`config.mk`:
```
export PLATFORM = sky130hd
export DESIGN_NAME = axi_rd_arbiter_flat
export DESIGN_NICKNAME = d
export VERILOG_FILES = /design/src/rtl/axi_rd_arbiter_pkg.sv /design/src/rtl/axi_rd_arbiter_if.sv /design/src/rtl/axi_rd_arbiter_rr_arb2.sv /design/src/rtl/axi_rd_arbiter.sv /design/src/flat_wrapper.sv
export SDC_FILE = /design/constraint.sdc
export NUM_CORES = 1
export LEC_CHECK = 0
export ABC_AREA = 1
export CAP_MARGIN = 20
export CORE_MARGIN = 8
export CORE_UTILIZATION = 30
export DETAILED_ROUTE_END_ITERATION = 8
export DONT_BUFFER_PORTS = 1
export SETUP_SLACK_MARGIN = 0.3
export SYNTH_ARGS = -nofsm -noshare
export SYNTH_HDL_FRONTEND = slang
export SYNTH_SLANG_ARGS = --single-unit
```
`constraint.sdc`:
```
create_clock -name clk -period 2 [get_ports clk]
set_input_delay 0.2 -clock clk [delete_from_list [all_inputs] [get_ports clk]]
set_output_delay 0.2 -clock clk [all_outputs]
set_load 0.005 [all_outputs]
```
`src/rtl/axi_rd_arbiter_pkg.sv`:
```
// axi_rd_arb_pkg: shared types, constants and counter helper for axi_rd_arbiter
package axi_rd_arb_pkg;
    localparam int AR_ID_W   = 4;
    localparam int AR_ADDR_W = 32;
    localparam int CNT_W     = 4;
    localparam logic PORT_IFU = 1'b0;
    localparam logic PORT_LSU = 1'b1;

    typedef enum logic {IDLE, ISSUE} arb_state_e;

    typedef struct packed {
        logic [AR_ID_W-1:0]   id;
        logic [AR_ADDR_W-1:0] addr;
        logic [7:0]           len;
        logic [2:0]           size;
        logic [1:0]           burst;
        logic [2:0]           prot;
        logic [3:0]           qos;
    } ar_req_t;

    // simultaneous inc/dec cancel; a stray decrement at zero is absorbed
    function automatic logic [CNT_W-1:0] cnt_next(input logic [CNT_W-1:0] cnt, input logic inc, input logic dec);
        return (inc == dec) ? cnt : inc ? cnt + CNT_W'(1) : (cnt == '0) ? cnt : cnt - CNT_W'(1);
    endfunction
endpackage

```
`src/rtl/axi_rd_arbiter_if.sv`:
```
// axi_rd_arbiter_if: one AXI4 read port (AR + R channels)
interface axi_rd_arbiter_if #(
    parameter int ID_W   = 4,
    parameter int ADDR_W = 32,
    parameter int DATA_W = 32
);
    logic [ID_W-1:0]   arid;
    logic [ADDR_W-1:0] araddr;
    logic [7:0]        arlen;
    logic [2:0]        arsize;
    logic [1:0]        arburst;
    logic [2:0]        arprot;
    logic [3:0]        arqos;
    logic              arvalid;
    logic              arready;
    logic [ID_W-1:0]   rid;
    logic [DATA_W-1:0] rdata;
    logic [1:0]        rresp;
    logic              rlast;
    logic              rvalid;
    logic              rready;

    modport master (
        output arid, araddr, arlen, arsize, arburst, arprot, arqos, arvalid, rready,
        input  arready, rid, rdata, rresp, rlast, rvalid
    );
    modport slave (
        input  arid, araddr, arlen, arsize, arburst, arprot, arqos, arvalid, rready,
        output arready, rid, rdata, rresp, rlast, rvalid
    );
endinterface

```
`src/rtl/axi_rd_arbiter_rr_arb2.sv`:
```
// rr_arb2: two-way round-robin grant; with AXI_RD_ARB_QOS_EN strictly higher QoS wins contention
module rr_arb2 (
    input  logic [1:0] req,
    input  logic       prio,
`ifdef AXI_RD_ARB_QOS_EN
    input  logic [3:0] qos0,
    input  logic [3:0] qos1,
`endif
    output logic       grant_idx,
    output logic       grant_vld
);
    // a lone requester wins outright; contention goes to higher QoS (if enabled), else the preferred port
    always_comb begin
        grant_vld = |req;
`ifdef AXI_RD_ARB_QOS_EN
        grant_idx = !(&req) ? req[1] : (qos1 != qos0) ? (qos1 > qos0) : prio;
`else
        grant_idx = (&req) ? prio : req[1];
`endif
    end
endmodule

```
`src/rtl/axi_rd_arbiter.sv`:
```
// axi_rd_arbiter: shares one AXI4 read port between IFU (port 0) and LSU (port 1)
// Optional macro AXI_RD_ARB_QOS_EN: higher arqos wins when both ports are eligible
module axi_rd_arbiter
    import axi_rd_arb_pkg::*;
#(
    parameter int ID_W    = AR_ID_W,
    parameter int ADDR_W  = AR_ADDR_W,
    parameter int DATA_W  = 32,
    parameter int MAX_OUT = 4
) (
    input logic             clk,
    input logic             rst,
    axi_rd_arbiter_if.slave s0,
    axi_rd_arbiter_if.slave s1,
    axi_rd_arbiter_if.master m
);
    localparam logic [0:0]       ST_IDLE  = IDLE;
    localparam logic [0:0]       ST_ISSUE = ISSUE;
    localparam logic [CNT_W-1:0] CNT_MAX  = CNT_W'(MAX_OUT);

    logic [0:0]        state;
    logic              gnt, prio, grant_idx, grant_vld, ar_done, r_idx, r_done;
    logic [CNT_W-1:0]  cnt0, cnt1;
    logic [DATA_W-1:0] rdata;
    ar_req_t           q, req0, req1;

    assign req0 = '{id: s0.arid, addr: s0.araddr, len: s0.arlen, size: s0.arsize,
                    burst: s0.arburst, prot: s0.arprot, qos: s0.arqos};
    assign req1 = '{id: s1.arid, addr: s1.araddr, len: s1.arlen, size: s1.arsize,
                    burst: s1.arburst, prot: s1.arprot, qos: s1.arqos};

    rr_arb2 u_arb (
        .req      ({s1.arvalid && cnt1 < CNT_MAX, s0.arvalid && cnt0 < CNT_MAX}),
        .prio     (prio),
`ifdef AXI_RD_ARB_QOS_EN
        .qos0     (s0.arqos),
        .qos1     (s1.arqos),
`endif
        .grant_idx(grant_idx),
        .grant_vld(grant_vld)
    );

    assign ar_done    = (state == ST_ISSUE) && m.arready;
    assign m.arvalid  = (state == ST_ISSUE);
    assign m.arid     = {gnt, ID_W'(q.id)};
    assign m.araddr   = ADDR_W'(q.addr);
    assign m.arlen    = q.len;
    assign m.arsize   = q.size;
    assign m.arburst  = q.burst;
    assign m.arprot   = q.prot;
    assign m.arqos    = q.qos;
    assign s0.arready = ar_done && (gnt == PORT_IFU);
    assign s1.arready = ar_done && (gnt == PORT_LSU);

    assign r_idx      = m.rid[ID_W];
    assign r_done     = m.rvalid && m.rready && m.rlast;
    assign rdata      = m.rdata;
    assign m.rready   = (r_idx == PORT_LSU) ? s1.rready : s0.rready;
    assign s0.rvalid  = m.rvalid && (r_idx == PORT_IFU);
    assign s1.rvalid  = m.rvalid && (r_idx == PORT_LSU);
    assign s0.rid     = m.rid[ID_W-1:0];
    assign s1.rid     = m.rid[ID_W-1:0];
    assign s0.rdata   = rdata;
    assign s1.rdata   = rdata;
    assign s0.rresp   = m.rresp;
    assign s1.rresp   = m.rresp;
    assign s0.rlast   = m.rlast;
    assign s1.rlast   = m.rlast;

    // AR FSM: latch the winner in IDLE, hold it on the downstream AR until accepted;
    // prio points at the port that did not win last, so port 0 is preferred after reset
    always_ff @(posedge clk or posedge rst) begin
        if (rst) begin
            state <= ST_IDLE;
            gnt   <= 1'b0;
            prio  <= 1'b0;
            q     <= '0;
        end else if (state == ST_IDLE) begin
            if (grant_vld) begin
                state <= ST_ISSUE;
                gnt   <= grant_idx;
                q     <= grant_idx ? req1 : req0;
            end
        end else if (m.arready) begin
            state <= ST_IDLE;
            prio  <= ~gnt;
        end
    end

    // per-port outstanding bursts: +1 on downstream AR accept, -1 on the last R beat
    always_ff @(posedge clk or posedge rst) begin
        if (rst) begin
            cnt0 <= '0;
            cnt1 <= '0;
        end else begin
            cnt0 <= cnt_next(cnt0, ar_done && gnt == PORT_IFU, r_done && r_idx == PORT_IFU);
            cnt1 <= cnt_next(cnt1, ar_done && gnt == PORT_LSU, r_done && r_idx == PORT_LSU);
        end
    end
endmodule

```
`src/flat_wrapper.sv`:
```
// flat-port wrapper written by rule: the top's interface ports become plain ports
module axi_rd_arbiter_flat import axi_rd_arb_pkg::*;
#(
    parameter int ID_W    = AR_ID_W,
    parameter int ADDR_W  = AR_ADDR_W,
    parameter int DATA_W  = 32,
    parameter int MAX_OUT = 4
)
  (clk, rst, s0_arid, s0_araddr, s0_arlen, s0_arsize, s0_arburst, s0_arprot, s0_arqos, s0_arvalid, s0_rready, s0_arready, s0_rid, s0_rdata, s0_rresp, s0_rlast, s0_rvalid, s1_arid, s1_araddr, s1_arlen, s1_arsize, s1_arburst, s1_arprot, s1_arqos, s1_arvalid, s1_rready, s1_arready, s1_rid, s1_rdata, s1_rresp, s1_rlast, s1_rvalid, m_arid, m_araddr, m_arlen, m_arsize, m_arburst, m_arprot, m_arqos, m_arvalid, m_rready, m_arready, m_rid, m_rdata, m_rresp, m_rlast, m_rvalid);
  axi_rd_arbiter_if #(.ID_W(ID_W), .ADDR_W(ADDR_W), .DATA_W(DATA_W)) s0_i ();
  axi_rd_arbiter_if #(.ID_W(ID_W), .ADDR_W(ADDR_W), .DATA_W(DATA_W)) s1_i ();
  axi_rd_arbiter_if #(.ID_W(ID_W), .ADDR_W(ADDR_W), .DATA_W(DATA_W)) m_i ();
  input logic clk;
  input logic rst;
  input wire logic [$bits(s0_i.arid)-1:0] s0_arid;
  input wire logic [$bits(s0_i.araddr)-1:0] s0_araddr;
  input wire logic [$bits(s0_i.arlen)-1:0] s0_arlen;
  input wire logic [$bits(s0_i.arsize)-1:0] s0_arsize;
  input wire logic [$bits(s0_i.arburst)-1:0] s0_arburst;
  input wire logic [$bits(s0_i.arprot)-1:0] s0_arprot;
  input wire logic [$bits(s0_i.arqos)-1:0] s0_arqos;
  input wire logic [$bits(s0_i.arvalid)-1:0] s0_arvalid;
  input wire logic [$bits(s0_i.rready)-1:0] s0_rready;
  output wire logic [$bits(s0_i.arready)-1:0] s0_arready;
  output wire logic [$bits(s0_i.rid)-1:0] s0_rid;
  output wire logic [$bits(s0_i.rdata)-1:0] s0_rdata;
  output wire logic [$bits(s0_i.rresp)-1:0] s0_rresp;
  output wire logic [$bits(s0_i.rlast)-1:0] s0_rlast;
  output wire logic [$bits(s0_i.rvalid)-1:0] s0_rvalid;
  input wire logic [$bits(s1_i.arid)-1:0] s1_arid;
  input wire logic [$bits(s1_i.araddr)-1:0] s1_araddr;
  input wire logic [$bits(s1_i.arlen)-1:0] s1_arlen;
  input wire logic [$bits(s1_i.arsize)-1:0] s1_arsize;
  input wire logic [$bits(s1_i.arburst)-1:0] s1_arburst;
  input wire logic [$bits(s1_i.arprot)-1:0] s1_arprot;
  input wire logic [$bits(s1_i.arqos)-1:0] s1_arqos;
  input wire logic [$bits(s1_i.arvalid)-1:0] s1_arvalid;
  input wire logic [$bits(s1_i.rready)-1:0] s1_rready;
  output wire logic [$bits(s1_i.arready)-1:0] s1_arready;
  output wire logic [$bits(s1_i.rid)-1:0] s1_rid;
  output wire logic [$bits(s1_i.rdata)-1:0] s1_rdata;
  output wire logic [$bits(s1_i.rresp)-1:0] s1_rresp;
  output wire logic [$bits(s1_i.rlast)-1:0] s1_rlast;
  output wire logic [$bits(s1_i.rvalid)-1:0] s1_rvalid;
  output wire logic [$bits(m_i.arid)-1:0] m_arid;
  output wire logic [$bits(m_i.araddr)-1:0] m_araddr;
  output wire logic [$bits(m_i.arlen)-1:0] m_arlen;
  output wire logic [$bits(m_i.arsize)-1:0] m_arsize;
  output wire logic [$bits(m_i.arburst)-1:0] m_arburst;
  output wire logic [$bits(m_i.arprot)-1:0] m_arprot;
  output wire logic [$bits(m_i.arqos)-1:0] m_arqos;
  output wire logic [$bits(m_i.arvalid)-1:0] m_arvalid;
  output wire logic [$bits(m_i.rready)-1:0] m_rready;
  input wire logic [$bits(m_i.arready)-1:0] m_arready;
  input wire logic [$bits(m_i.rid)-1:0] m_rid;
  input wire logic [$bits(m_i.rdata)-1:0] m_rdata;
  input wire logic [$bits(m_i.rresp)-1:0] m_rresp;
  input wire logic [$bits(m_i.rlast)-1:0] m_rlast;
  input wire logic [$bits(m_i.rvalid)-1:0] m_rvalid;
  assign s0_i.arid = s0_arid;
  assign s0_i.araddr = s0_araddr;
  assign s0_i.arlen = s0_arlen;
  assign s0_i.arsize = s0_arsize;
  assign s0_i.arburst = s0_arburst;
  assign s0_i.arprot = s0_arprot;
  assign s0_i.arqos = s0_arqos;
  assign s0_i.arvalid = s0_arvalid;
  assign s0_i.rready = s0_rready;
  assign s0_arready = s0_i.arready;
  assign s0_rid = s0_i.rid;
  assign s0_rdata = s0_i.rdata;
  assign s0_rresp = s0_i.rresp;
  assign s0_rlast = s0_i.rlast;
  assign s0_rvalid = s0_i.rvalid;
  assign s1_i.arid = s1_arid;
  assign s1_i.araddr = s1_araddr;
  assign s1_i.arlen = s1_arlen;
  assign s1_i.arsize = s1_arsize;
  assign s1_i.arburst = s1_arburst;
  assign s1_i.arprot = s1_arprot;
  assign s1_i.arqos = s1_arqos;
  assign s1_i.arvalid = s1_arvalid;
  assign s1_i.rready = s1_rready;
  assign s1_arready = s1_i.arready;
  assign s1_rid = s1_i.rid;
  assign s1_rdata = s1_i.rdata;
  assign s1_rresp = s1_i.rresp;
  assign s1_rlast = s1_i.rlast;
  assign s1_rvalid = s1_i.rvalid;
  assign m_arid = m_i.arid;
  assign m_araddr = m_i.araddr;
  assign m_arlen = m_i.arlen;
  assign m_arsize = m_i.arsize;
  assign m_arburst = m_i.arburst;
  assign m_arprot = m_i.arprot;
  assign m_arqos = m_i.arqos;
  assign m_arvalid = m_i.arvalid;
  assign m_rready = m_i.rready;
  assign m_i.arready = m_arready;
  assign m_i.rid = m_rid;
  assign m_i.rdata = m_rdata;
  assign m_i.rresp = m_rresp;
  assign m_i.rlast = m_rlast;
  assign m_i.rvalid = m_rvalid;
  axi_rd_arbiter #(.ID_W(ID_W), .ADDR_W(ADDR_W), .DATA_W(DATA_W), .MAX_OUT(MAX_OUT)) u_core (.clk(clk), .rst(rst), .s0(s0_i), .s1(s1_i), .m(m_i));
endmodule
```
-- After elaboration in Yosys (flattened, before gate mapping)
Index checks and enable logic that the tools add are counted.
- input port bits: 159
- register bits: 67
- output and inout bits: 140
- $lt $le $gt $ge: 2
- muxes and demuxes: 5
- bitwise logic cells: 2
- $add $sub $neg: 2
- reductions and logical operators: 9
- operators with widths (operator ; number):
    2-to-1 mux 56 bit ; 1
    adder 4 x 1 -> 4 bit (second input constant) ; 2
    less-than comparator 4 x 3 -> 1 bit (second input constant) ; 2
    AND reduction 2 bit ; 3
    logical AND 1 bit ; 5
    2-to-1 mux 1 bit ; 4
    NOT 1 bit ; 2
    OR reduction 2 bit ; 1

-- Depth between registers and ports, before layout
- depth after elaboration: 5
- gate-level depth with buffers: 9
- depth with buffers taken out: 7

-- By module
Synthesis repeated with hierarchy kept, for this count alone.
- cell total of the unflattened synthesis: 455
- area, all modules: 3732.3 µm²
- by module, submodules not included (module ; area an instance (µm²) ; cells an instance ; sequential area each (µm²) ; instances):
    axi_rd_arbiter ; 3709.8 ; 450 ; 1676.6 ; 1
    rr_arb2 ; 22.5 ; 5 ; 0.0 ; 1

-- Least setup slack after synthesis
OpenSTA, ideal clock, no wires.
- kind: register -> register
- start: register u_core.cnt0[2]
- end: register u_core.q (netlist bit u_core.m.araddr[28])
- required time: 1883 ps
- slack: 756 ps
- stages on the path, launching flop included: 9
- arrival time: 1127 ps
- cells stage by stage: dfrtp_1 > nor2_1 > nand3_1 > nand2_1 > buf_6 > buf_6 > nand2_1 > nand3_1 > nand2_1
- longest elaborated chain between the ends: 5
- elaborated cells on any way between the ends: 7
- classes of those cells: 1 x order compare; 2 x mux; 4 x reduce/logical
- ends and longest elaborated chain (item ; RTL line ; RTL):
    start: declaration ; axi_rd_arbiter.sv:23 ; logic [CNT_W-1:0] cnt0, cnt1;
    start signal: assignment ; axi_rd_arbiter.sv:96 ; cnt0 <= cnt_next(cnt0, ar_done && gnt == PORT_IFU, r_done && r_idx == PORT_IFU);
    less-than comparator 4 x 3 -> 1 bit (*) ; axi_rd_arbiter.sv:33 ; .req ({s1.arvalid && cnt1 < CNT_MAX, s0.arvalid && cnt0 < CNT_MAX}),
    logical AND 1 bit (*) ; axi_rd_arbiter.sv:33 ;
    AND reduction 2 bit ; axi_rd_arbiter_rr_arb2.sv:18 ; grant_idx = (&req) ? prio : req[1];
    2-to-1 mux 1 bit ; axi_rd_arbiter_rr_arb2.sv:18 ;
    2-to-1 mux 56 bit ; axi_rd_arbiter.sv:82 ; q <= grant_idx ? req1 : req0;
    end signal: assignment ; axi_rd_arbiter.sv:82 ;
    end: declaration ; axi_rd_arbiter.sv:25 ; ar_req_t q, req0, req1;
Every way passes the cells marked *; elsewhere a longest branch is shown, timed or not.
A chain may end at the register's enable or synchronous reset.

-- Worst setup path in the final report
- start: register u_core.cnt0[2]
- end: register u_core.q (netlist bit u_core.m.araddr[15])
Same word-level chain as after synthesis.

==> flow_summary.json <==
{
  "run_status": "completed",
  "wl_per_cell_um": 15.50,
  "vdd.ir_drop.worst_mv": 0.5969,
  "num_vias": 3172,
  "power.density_mw_per_mm2": 1307,
  "postSynthRegisterBits": 67,
  "drt_pass1_iterations": 4,
  "layout-drive-gt1-share_pct": 5.816,
  "hold_path.class": "input pin to flip-flop",
  "post-cts-setup-buffers": 0,
  "floorplan.core_area_mm2": 0.01431,
  "groute.usage.overall_pct": 12.21,
  "cts-htree-levels": 3,
  "synth_seq_area_share_pct": 38.65,
  "clock.fmax_mhz": 661.2,
  "cp_max_fo": 25,
  "postRouteAntennaNets": 0,
  "timing.final.hold_violations": 0,
  "end_kind": "flip-flop",
  "power.switching_w": 0.001989,
  "cts_buffers": 9,
  "grt_pass1_vias": 3279,
  "clock_tree.buffer_depth": 2,
  "rows": 44,
  "worst-endpoint-arrival_ns": 1.78,
  "tns_ns": 0,
  "num-nets-final": 690,
  "setup-violations-final": 0,
  "yosysUniqueCellTypes": 19,
  "placement.io_buffers": 0,
  "antennaDiodeCount": 0,
  "hpwlAfterDp_um": 8104,
  "die-width_um": 136.3,
  "clk-insertion-delay-late_ns": 0.33,
  "whs_ns": 0.08869,
  "post-route-period-util_pct": 75.62,
  "synth.cell_area_mm2": 0.004338,
  "cts.reportedPaths.clkPinSlew_ns": 0.06,
  "number_of_antenna_violations_at_the_first_check_in_global_routing": 0,
  "cp_data_required_time_ns": 2.27,
  "clk_root_buffer_cell": "sky130_fd_sc_hd__clkbuf_16",
  "floorplan.io_pins": 299,
  "cap_viol_max_count": 0,
  "final.setup_skew_ns": 0.006800,
  "area_growth_pct": -3.577,
  "switching_share_pct": 36.38,
  "place_congestion": 0.7224,
  "grt_pass1_wl_um": 17500,
  "timing_max_transition_violations_final": 0,
  "timing.setup.critical_path_class": "flip-flop to flip-flop",
  "yosys_warnings": 0,
  "critPathLaunchType": "flip-flop",
  "die-area_mm2": 0.01856,
  "power.internal_w": 0.003479,
  "clockPowerShare_pct": 28.9,
  "tritoncts": "done",
  "fin_total_pwr_w": 0.005468,
  "worst_margin_slew_ns": 0.7959,
  "synthesis.area_per_instance_um2": 7.054,
  "numClockSinks": 67,
  "rsz0062_at_grt": "true",
  "die_height_um": 136.3,
  "static-leakage-power_nw": 2.495,
  "post-route-min-period_ns": 1.512,
  "power.combinational.fraction_pct": 24.9,
  "route.final.wire_length_um": 11120,
  "grt_start_max_net_pins": 35,
  "residual_drc_count": 0,
  "global_route.overflow_total": 0,
  "timing.max_slew.rel_slack_pct": 46.83,
  "start_util_pct": 30.31,
  "via_per_inst": 4.424,
  "syn_inst": 615,
  "initial_detailed_routing_violation_count": 139,
  "seq_power_share_pct": 46.2
}
## flip-flops by register name, indices dropped and copies added (netlist names)
name / count
u_core.cnt0: 4
u_core.cnt1: 4
u_core.gnt: 1
u_core.m.araddr: 32
u_core.m.arburst: 2
u_core.m.arid: 4
u_core.m.arlen: 8
u_core.m.arprot: 3
u_core.m.arqos: 4
u_core.m.arsize: 3
u_core.m.arvalid: 1
u_core.prio: 1
## cell usage in the layout (no fill, tap or decap), types with 3 or more instances in the layout
cell type	count
sky130_fd_sc_hd__buf_4	9
sky130_fd_sc_hd__clkbuf_16	9
sky130_fd_sc_hd__dfrtp_1	67
sky130_fd_sc_hd__inv_1	117
sky130_fd_sc_hd__nand2_1	183
sky130_fd_sc_hd__nand3_1	113
sky130_fd_sc_hd__nor2_1	4
sky130_fd_sc_hd__xnor2_1	3
sky130_fd_sc_hd__xor2_1	3
## layer usage
metal / global-route usage [%] / up-vias / part of all wire [%]
li1: - / 1574 / -
met1: 14.05 / 1434 / 41
met2: 18.89 / 126 / 46
met3: 4.804 / 38 / 9.3
met4: 7.200 / 0 / 3.3
met5: 0 / - / 0
## what timing repair did
item / in CTS / in global routing
resized for setup: 0 / 1
hold endpoints to repair: 34 / 0
setup endpoints to repair: 0 / 12
hold buffers: 2 / 0
## area by class of cell
type,count,area (um^2)
clock buffers,13,260.3
clock inverters,2,35.03
fillers,1562,10130
inverters,120,454.2
multi-input cells,318,1408
flip-flops and latches,67,1677
well taps,184,230.2
repair buffers,13,118.9
## synthesized netlist by cell type
| library cell | count | area, um^2 |
|---|---|---|
| sky130_fd_sc_hd__inv_1 | 118 | 442.9 |
| sky130_fd_sc_hd__buf_6 | 9 | 101.4 |
| sky130_fd_sc_hd__clkbuf_1 | 6 | 22.52 |
| sky130_fd_sc_hd__nand2_2 | 1 | 6.260 |
| sky130_fd_sc_hd__nor2_1 | 4 | 15.01 |
| sky130_fd_sc_hd__dfrtp_1 | 67 | 1677 |
| sky130_fd_sc_hd__nand4_1 | 1 | 6.260 |
| sky130_fd_sc_hd__xnor2_1 | 3 | 26.28 |
| sky130_fd_sc_hd__ha_1 | 2 | 25.02 |
| sky130_fd_sc_hd__buf_2 | 10 | 50.05 |
| sky130_fd_sc_hd__nor2_2 | 1 | 6.260 |
| sky130_fd_sc_hd__nand2_1 | 184 | 690.7 |
| sky130_fd_sc_hd__o21ai_1 | 1 | 5.000 |
| sky130_fd_sc_hd__o21ai_0 | 2 | 10.01 |
| sky130_fd_sc_hd__inv_2 | 2 | 7.510 |
| sky130_fd_sc_hd__conb_1 | 1 | 3.750 |
| sky130_fd_sc_hd__xor2_1 | 3 | 26.28 |
| sky130_fd_sc_hd__nand3_1 | 114 | 570.6 |
| sky130_fd_sc_hd__buf_4 | 86 | 645.6 |
## final timing paths
check,from,end,slack (ns),cells past startpoint
max,u_core.cnt0[2],u_core.m.araddr[15],0.49,8
max reg2reg,u_core.cnt0[2],u_core.m.araddr[15],0.49,8
min reg2reg,u_core.cnt0[3],u_core.cnt0[3],0.48,1
min in group asynchronous,rst,u_core.m.araddr[25],0.50,2
max in group asynchronous,rst,u_core.cnt1[0],0.87,3
min,s0_arlen[6],u_core.m.arlen[6],0.09,4
## cells by family (layout without fill, tap and decap cells)
| kind of cell | count (synthesis) | after routing | synth area share [%] |
|---|---|---|---|
| AOI/OAI and AO/OA | 3 | 3 | 0.3460 |
| xor gates and xnor gates | 6 | 6 | 1.212 |
| adders and majority gates | 2 | 2 | 0.5768 |
| buffers and inverters | 231 | 148 | 29.28 |
| DFF | 67 | 67 | 38.65 |
| other | 1 | 2 | 0.08645 |
| and+or+nand+nor | 305 | 305 | 29.85 |
## per-stage QoR
stage / instances / cell area (um^2) / util, % / setup WS [ns]
2_1_floorplan: 616 / 4345 / - / 0.7559
3_3_place_gp: 700 / 3864 / 26.99 / 0.4505
3_5_place_dp: 700 / 3864 / 26.99 / 0.4267
4_1_cts: 717 / 4179 / 29.20 / 0.4476
5_1_grt: 717 / 4183 / 29.22 / 0.2997
6_report: 717 / 4183 / 29.22 / 0.4876
## power by group through the flow
| stage | sequential, W | clock [W] | combinational (W) |
|---|---|---|---|
| after floorplan | 0.00235 | 0 | 0.00127 |
| after global placement | 0.00257 | 0 | 0.00135 |
| after detailed placement | 0.00257 | 0 | 0.00139 |
| after CTS | 0.00255 | 0.00166 | 0.00138 |
| after global routing | 0.00261 | 0.00172 | 0.00163 |
| final | 0.00253 | 0.00158 | 0.00136 |
## worst max-delay path, cell delays in order (launching register included)
cell and delay [ns]:
sky130_fd_sc_hd__dfrtp_1 0.40, sky130_fd_sc_hd__nor2_1 0.18, sky130_fd_sc_hd__nand2_1 0.07, sky130_fd_sc_hd__nand2_1 0.08
sky130_fd_sc_hd__nand2_2 0.10, sky130_fd_sc_hd__inv_2 0.08, sky130_fd_sc_hd__buf_4 0.29, sky130_fd_sc_hd__nand3_1 0.15
sky130_fd_sc_hd__nand2_1 0.08
(Power assumes the default switching activity.)
